`config.mk`:
```
export PLATFORM = sky130hd
export DESIGN_NAME = fetch_sequencer_flat
export DESIGN_NICKNAME = d
export VERILOG_FILES = /design/src/rtl/fetch_sequencer_pkg.sv /design/src/rtl/fetch_sequencer_if.sv /design/src/rtl/fetch_sequencer_branch_lut.sv /design/src/rtl/fetch_sequencer.sv /design/src/flat_wrapper.sv
export SDC_FILE = /design/constraint.sdc
export NUM_CORES = 1
export LEC_CHECK = 0
export BUFFER_PORTS_ARGS = -buffer_cell sky130_fd_sc_hd__buf_2
export CAP_MARGIN = 40
export CORE_ASPECT_RATIO = 0.7
export CORE_MARGIN = 3
export CORE_UTILIZATION = 43
export CTS_CLUSTER_DIAMETER = 150
export DETAILED_ROUTE_END_ITERATION = 16
export HOLD_SLACK_MARGIN = 0.15
export PLACE_DENSITY_LB_ADDON = 0.08
export SLEW_MARGIN = 40
export SYNTH_ARGS = -nofsm -noshare
export SYNTH_HDL_FRONTEND = slang
export SYNTH_SLANG_ARGS = --single-unit
```
`constraint.sdc`:
```
create_clock -name Clk -period 6.3 [get_ports Clk]
set_input_delay 0.945 -clock Clk [delete_from_list [all_inputs] [get_ports Clk]]
set_output_delay 0.945 -clock Clk [all_outputs]
set_load 0.01 [all_outputs]
```
`src/rtl/fetch_sequencer_pkg.sv`:
```
// Shared types and default sizing for the fetch sequencer.
package fetch_sequencer_pkg;

    localparam int PC_W_DEF      = 10;
    localparam int LUT_IDX_W_DEF = 4;
    localparam int MEM_LAT_DEF   = 1;

    typedef enum logic [1:0] {
        FS_IDLE    = 2'd0,
        FS_RUN     = 2'd1,
        FS_MEMWAIT = 2'd2,
        FS_DONE    = 2'd3
    } fetch_state_t;

endpackage

```
`src/rtl/fetch_sequencer_if.sv`:
```
// Control-in / PC-out bundle between Ctrl, the LUT config path and the sequencer.
interface fetch_sequencer_if #(
    parameter int PC_W      = 10,
    parameter int LUT_IDX_W = 4
);
    logic                 Start;
    logic [PC_W-1:0]      StartAddr;
    logic                 Jump;
    logic                 BranchEn;
    logic                 BranchAccept;
    logic [LUT_IDX_W-1:0] BranchIdx;
    logic                 MemAccess;
    logic                 Halt;
    logic                 LutWe;
    logic [LUT_IDX_W-1:0] LutWaddr;
    logic [PC_W-1:0]      LutWdata;
    logic [PC_W-1:0]      ProgCtr;
    logic                 Commit;
    logic                 Busy;
    logic                 Done;

    modport master (
        output Start, StartAddr, Jump, BranchEn, BranchAccept, BranchIdx,
               MemAccess, Halt, LutWe, LutWaddr, LutWdata,
        input  ProgCtr, Commit, Busy, Done
    );

    modport slave (
        input  Start, StartAddr, Jump, BranchEn, BranchAccept, BranchIdx,
               MemAccess, Halt, LutWe, LutWaddr, LutWdata,
        output ProgCtr, Commit, Busy, Done
    );
endinterface

```
`src/rtl/fetch_sequencer_branch_lut.sv`:
```
// Branch-target table: one synchronous write port, one combinational read port,
// asynchronously cleared. A same-index read during a write sees the old entry.
module branch_lut #(
    parameter int IDX_W  = 4,
    parameter int DATA_W = 10
) (
    input  logic              clk_i,
    input  logic              rst_i,
    input  logic              we_i,
    input  logic [IDX_W-1:0]  waddr_i,
    input  logic [DATA_W-1:0] wdata_i,
    input  logic [IDX_W-1:0]  raddr_i,
    output logic [DATA_W-1:0] rdata_o
);
    logic [DATA_W-1:0] mem_q [2**IDX_W];

    always_ff @(posedge clk_i or posedge rst_i) begin
        if (rst_i) begin
            for (int i = 0; i < 2**IDX_W; i++) mem_q[i] <= '0;
        end else if (we_i) begin
            mem_q[waddr_i] <= wdata_i;
        end
    end

    assign rdata_o = mem_q[raddr_i];
endmodule

```
`src/rtl/fetch_sequencer.sv`:
```
// Program-counter sequencer: PC, branch LUT and LDR/STR stall FSM.
// Optional FETCH_SEQUENCER_CYCLE_COUNT_EN adds a saturating busy-cycle counter.
//
// state      | meaning
// FS_IDLE    | waiting for Start after reset
// FS_RUN     | one instruction per cycle
// FS_MEMWAIT | stalling a memory instruction; commits when counter reaches 0
// FS_DONE    | halted, PC frozen, Done asserted until next Start
module fetch_sequencer
    import fetch_sequencer_pkg::*;
#(
    parameter int PC_W      = PC_W_DEF,
    parameter int LUT_IDX_W = LUT_IDX_W_DEF,
    parameter int MEM_LAT   = MEM_LAT_DEF
) (
    input  logic               Clk,
    input  logic               Reset,
`ifdef FETCH_SEQUENCER_CYCLE_COUNT_EN
    output logic [15:0]        CycleCount,
`endif
    fetch_sequencer_if.slave   bus
);
    localparam logic [2:0] LAT_M1 = (MEM_LAT > 0) ? 3'(MEM_LAT - 1) : 3'd0;

    fetch_state_t    state_q, state_d;
    logic [PC_W-1:0] pc_q, pc_d;
    logic [2:0]      cnt_q, cnt_d;
    logic [PC_W-1:0] lut_rdata;
    logic            commit;
    logic            take_next;

    branch_lut #(
        .IDX_W  (LUT_IDX_W),
        .DATA_W (PC_W)
    ) u_lut (
        .clk_i   (Clk),
        .rst_i   (Reset),
        .we_i    (bus.LutWe),
        .waddr_i (bus.LutWaddr),
        .wdata_i (bus.LutWdata),
        .raddr_i (bus.BranchIdx),
        .rdata_o (lut_rdata)
    );

    always_ff @(posedge Clk or posedge Reset) begin
        if (Reset) begin
            state_q <= FS_IDLE;
            pc_q    <= '0;
            cnt_q   <= '0;
        end else begin
            state_q <= state_d;
            pc_q    <= pc_d;
            cnt_q   <= cnt_d;
        end
    end

    always_comb begin
        state_d   = state_q;
        pc_d      = pc_q;
        cnt_d     = cnt_q;
        commit    = 1'b0;
        take_next = 1'b0;
        case (state_q)
            FS_IDLE, FS_DONE: begin
                if (bus.Start) begin
                    pc_d    = bus.StartAddr;
                    state_d = FS_RUN;
                end
            end
            FS_RUN: begin
                if (bus.MemAccess && (MEM_LAT > 0)) begin
                    cnt_d   = LAT_M1;
                    state_d = FS_MEMWAIT;
                end else begin
                    commit    = 1'b1;
                    take_next = 1'b1;
                end
            end
            FS_MEMWAIT: begin
                if (cnt_q == 3'd0) begin
                    commit    = 1'b1;
                    take_next = 1'b1;
                    state_d   = FS_RUN;
                end else begin
                    cnt_d = cnt_q - 3'd1;
                end
            end
            default: state_d = FS_IDLE;
        endcase

        // Halt beats branch; both are only looked at in the commit cycle.
        if (take_next) begin
            if (bus.Halt) begin
                state_d = FS_DONE;
            end else if (bus.Jump || (bus.BranchEn && bus.BranchAccept)) begin
                pc_d = lut_rdata;
            end else begin
                pc_d = pc_q + PC_W'(1);
            end
        end
    end

    assign bus.ProgCtr = pc_q;
    assign bus.Commit  = commit;
    assign bus.Busy    = (state_q == FS_RUN) || (state_q == FS_MEMWAIT);
    assign bus.Done    = (state_q == FS_DONE);

`ifdef FETCH_SEQUENCER_CYCLE_COUNT_EN
    logic [15:0] cyc_q;

    always_ff @(posedge Clk or posedge Reset) begin
        if (Reset) begin
            cyc_q <= '0;
        end else if (((state_q == FS_IDLE) || (state_q == FS_DONE)) && bus.Start) begin
            cyc_q <= '0;
        end else if (bus.Busy && (cyc_q != 16'hFFFF)) begin
            cyc_q <= cyc_q + 16'd1;
        end
    end

    assign CycleCount = cyc_q;
`endif
endmodule

```
`src/flat_wrapper.sv`:
```
// flat-port wrapper written by rule: the top's interface ports become plain ports
module fetch_sequencer_flat import fetch_sequencer_pkg::*;
#(
    parameter int PC_W      = PC_W_DEF,
    parameter int LUT_IDX_W = LUT_IDX_W_DEF,
    parameter int MEM_LAT   = MEM_LAT_DEF
)
  (Clk, Reset, bus_Start, bus_StartAddr, bus_Jump, bus_BranchEn, bus_BranchAccept, bus_BranchIdx, bus_MemAccess, bus_Halt, bus_LutWe, bus_LutWaddr, bus_LutWdata, bus_ProgCtr, bus_Commit, bus_Busy, bus_Done);
  fetch_sequencer_if #(.PC_W(PC_W), .LUT_IDX_W(LUT_IDX_W)) bus_i ();
  input  logic Clk;
  input  logic Reset;
  input wire logic [$bits(bus_i.Start)-1:0] bus_Start;
  input wire logic [$bits(bus_i.StartAddr)-1:0] bus_StartAddr;
  input wire logic [$bits(bus_i.Jump)-1:0] bus_Jump;
  input wire logic [$bits(bus_i.BranchEn)-1:0] bus_BranchEn;
  input wire logic [$bits(bus_i.BranchAccept)-1:0] bus_BranchAccept;
  input wire logic [$bits(bus_i.BranchIdx)-1:0] bus_BranchIdx;
  input wire logic [$bits(bus_i.MemAccess)-1:0] bus_MemAccess;
  input wire logic [$bits(bus_i.Halt)-1:0] bus_Halt;
  input wire logic [$bits(bus_i.LutWe)-1:0] bus_LutWe;
  input wire logic [$bits(bus_i.LutWaddr)-1:0] bus_LutWaddr;
  input wire logic [$bits(bus_i.LutWdata)-1:0] bus_LutWdata;
  output wire logic [$bits(bus_i.ProgCtr)-1:0] bus_ProgCtr;
  output wire logic [$bits(bus_i.Commit)-1:0] bus_Commit;
  output wire logic [$bits(bus_i.Busy)-1:0] bus_Busy;
  output wire logic [$bits(bus_i.Done)-1:0] bus_Done;
  assign bus_i.Start = bus_Start;
  assign bus_i.StartAddr = bus_StartAddr;
  assign bus_i.Jump = bus_Jump;
  assign bus_i.BranchEn = bus_BranchEn;
  assign bus_i.BranchAccept = bus_BranchAccept;
  assign bus_i.BranchIdx = bus_BranchIdx;
  assign bus_i.MemAccess = bus_MemAccess;
  assign bus_i.Halt = bus_Halt;
  assign bus_i.LutWe = bus_LutWe;
  assign bus_i.LutWaddr = bus_LutWaddr;
  assign bus_i.LutWdata = bus_LutWdata;
  assign bus_ProgCtr = bus_i.ProgCtr;
  assign bus_Commit = bus_i.Commit;
  assign bus_Busy = bus_i.Busy;
  assign bus_Done = bus_i.Done;
  fetch_sequencer #(.PC_W(PC_W), .LUT_IDX_W(LUT_IDX_W), .MEM_LAT(MEM_LAT)) u_core (.Clk(Clk), .Reset(Reset), .bus(bus_i));
endmodule
```
==> impl_results.md <==
- LEAKAGE: 4.123 nW
- Netlist Area Pre-Place: 8453 um2
- Full die area: 21,400 um2
- Top_reg_cell synth: dfrtp_1
- Drt wl/cell: 23.51 um
- Placer Congestion: 0.7934
- Critical path required time: 6.60 ns
- Port Buffer Count: 49
- Post-DR vias/cell: 5.727
- Final TNS setup: 0 ns
- Most common cell after layout, fill and taps aside: dfrtp_1
- Syn avg cell area: 13.97 um2
- Antenna Nets Post-Route: 0
- Post-synth EDFFs: 0
- Most used cell, CP: buf_4
- Detailed Route WL: 21.56 mm
- CP Launch Type: input pin
- Period minus WS final: 2.795 ns
- Clock buffer count from CTS: 17
- CTS resizes: 0
- Post-CTS Setup Bufs: 0
- Pwr Density: 365.4 nW/um2
- GRT Resource Usage Total: 21.14%
- RSZ-0062 raised after global routing: no
- Post-Syn Instances: 605
- DR pass1 iterations: 5
- Beginning of the worst hold path: u_core.u_lut.mem_q[86]
- Max incr delay on CP: 0.56 ns
- Ys Warns: 0
- Root buf cell: clkbuf_16
- Fin Hold WS: 0.5002 ns
- Worst R2R End: u_core.bus.ProgCtr[1]
- CTS Hold Bufs: 0
- CP Launch Point: bus_BranchIdx[0]
- Least-Margin Pin Slew: 0.8419 ns
- Clk buf depth: 2
- Via count: 5,252
- P&R area growth vs syn: 12.92%
- Period utilization: 44.36%
- Final net count: 684
- Worst Path Arrival: 3.09 ns
- Rel. slew slack: 43.87%
- IO Pins: 50
- Max cap viols: 0
- Worst R2R Path Depth: 8
- VDD IR max: 0.1967 mV
- Worst r2r src: u_core.cnt_q[0]
- Row count: 42
- Filler Cells Inserted: 1,674
- CTS HTree Levels: 4
- Remaining DRCs: 0
- # diodes: 0
- Fin. Hold Viols: 0
- Clock slew at reported path FFs: 0.07 ns
- CP Capture Type: flop
- Asr flop ratio synth: 100.0%
- Clk Latency, worst-skew pair: 0.43 ns
- CP Capture Point: u_core.bus.ProgCtr[0]
- Status: finished clean
- Most frequent cells in the layout: dfrtp_1, mux2_2, buf_2
- Initial antenna violation count: 0
- Flop2flop setup slack: 4.19 ns
- Pin count of the biggest net entering global routing: 119
- Critical path's slowest cell: mux4_2
- CTS tree: yes
- Largest fanout on the critical path: 34
- Total gr overflow: 0
- Die Ht: 123.3 um
- Setup skew after layout: 0.009946 ns
- Netlist cell types: 50
- Seq/Total Area, Yosys: 51.81%
- Placeable Area: 19,080 um2
- First-pass GRT wire length: 33.63 mm
- Post-DP HPWL: 13.70 mm
- CTS Sinks: 175
- Seq cells post-synth: 175
- Initial core utilization: 44.31%
- Max Slew Vio Count: 0
- Syn Nets: 648
- Die width: 173.6 um
- DR iter-0 viols: 336
- Crit path cell chain: buf_4 -> buf_4 -> mux4_2 -> a22oi_1 -> a31oi_1 -> o21ai_0 -> o211ai_1
- Peak Freq: 357.8 MHz
- Share of layout cells above drive strength 1: 43.03%
- Hold WC Path Type: reg -> reg
- Final setup vio count: 0
- Vias in the first global route: 5,503
- Setup CP Type: in -> reg
==> critical path: cells and delay by family <==
family	cells	cell delay, ns
multiplexers	1	0.56
AO/OA/AOI/OAI	4	0.64
buffers and inverters	2	0.94
==> state kept, by name, indices dropped and copies added, names as in the netlist <==
name                count
u_core.u_lut.mem_q    160
u_core.bus.ProgCtr     10
u_core.cnt_q            3
u_core.state_q          2
==> metal layers <==
layer / vias to the layer above / global-route usage [%] / share of wire [%]
met5: - / 0 / 0
met4: 0 / 4.769 / 0.90
met3: 13 / 6.077 / 5.8
met2: 126 / 30.14 / 42
met1: 2785 / 31.99 / 51
li1: 2328 / - / -
==> stage by stage <==
step	setup WS, ns	instances	cell area (um2)	total power, mW	util [%]
floorplan	0.6098	605	8453	2.152	-
global placement	2.782	886	8866	2.380	46.48
detailed placement	3.045	886	8921	2.413	46.77
CTS	3.502	917	9534	3.510	49.98
global route	3.403	917	9545	3.684	50.04
finish	3.505	917	9545	3.488	50.04
==> worst min-delay path by stage <==
stage / slack (ns) / endpoint / depth (start not counted)
global route: 0.51 / u_core.u_lut.mem_q[135] / 1
floorplan: 0.47 / u_core.u_lut.mem_q[115] / 1
CTS: 0.50 / u_core.u_lut.mem_q[86] / 1
detailed placement: 0.49 / u_core.u_lut.mem_q[86] / 1
finish: 0.50 / u_core.u_lut.mem_q[86] / 1
global placement: 0.48 / u_core.u_lut.mem_q[75] / 1
==> report_power, final <==
part	internal, mW	switching (mW)	total (mW)
combinational	0.428	0.380	0.808
clock	0.645	0.449	1.09
sequential	1.40	0.183	1.59
==> logic make-up (layout without fill, tap and decap cells) <==
logic type,count (synthesis),in the layout,share of synthesized area [%]
mux,226,226,33.20
fa+ha+maj,6,6,0.8881
xor+xnor,8,8,0.8289
compound gates,58,58,4.796
simple gates,89,89,5.773
flops,175,175,51.81
buf+inv,43,91,2.709
==> Yosys cell counts, types with 9 or more instances <==
library cell	n	share of area (%)
a22oi_1	14	1.2
nand2_1	21	0.93
mux4_2	18	4.8
o21ai_0	11	0.65
nand3_1	11	0.65
mux2i_1	37	4.4
clkbuf_1	16	0.71
nor2_1	9	0.40
nor2_2	9	0.67
buf_2	9	0.53
mux2_2	164	22
dfrtp_1	175	52
==> cell type report <==
| type | instances | area, um2 | area share, % |
|---|---|---|---|
| tap | 264 | 330.3 | 3.460 |
| multi-input combinational | 387 | 3900 | 40.86 |
| clock buffer | 19 | 452.9 | 4.745 |
| inverter | 7 | 38.79 | 0.4063 |
| sequential | 175 | 4379 | 45.88 |
| clock inverter | 12 | 160.2 | 1.678 |
| timing repair buffer | 53 | 284.0 | 2.975 |
Power figures use the tool's default switching activity.
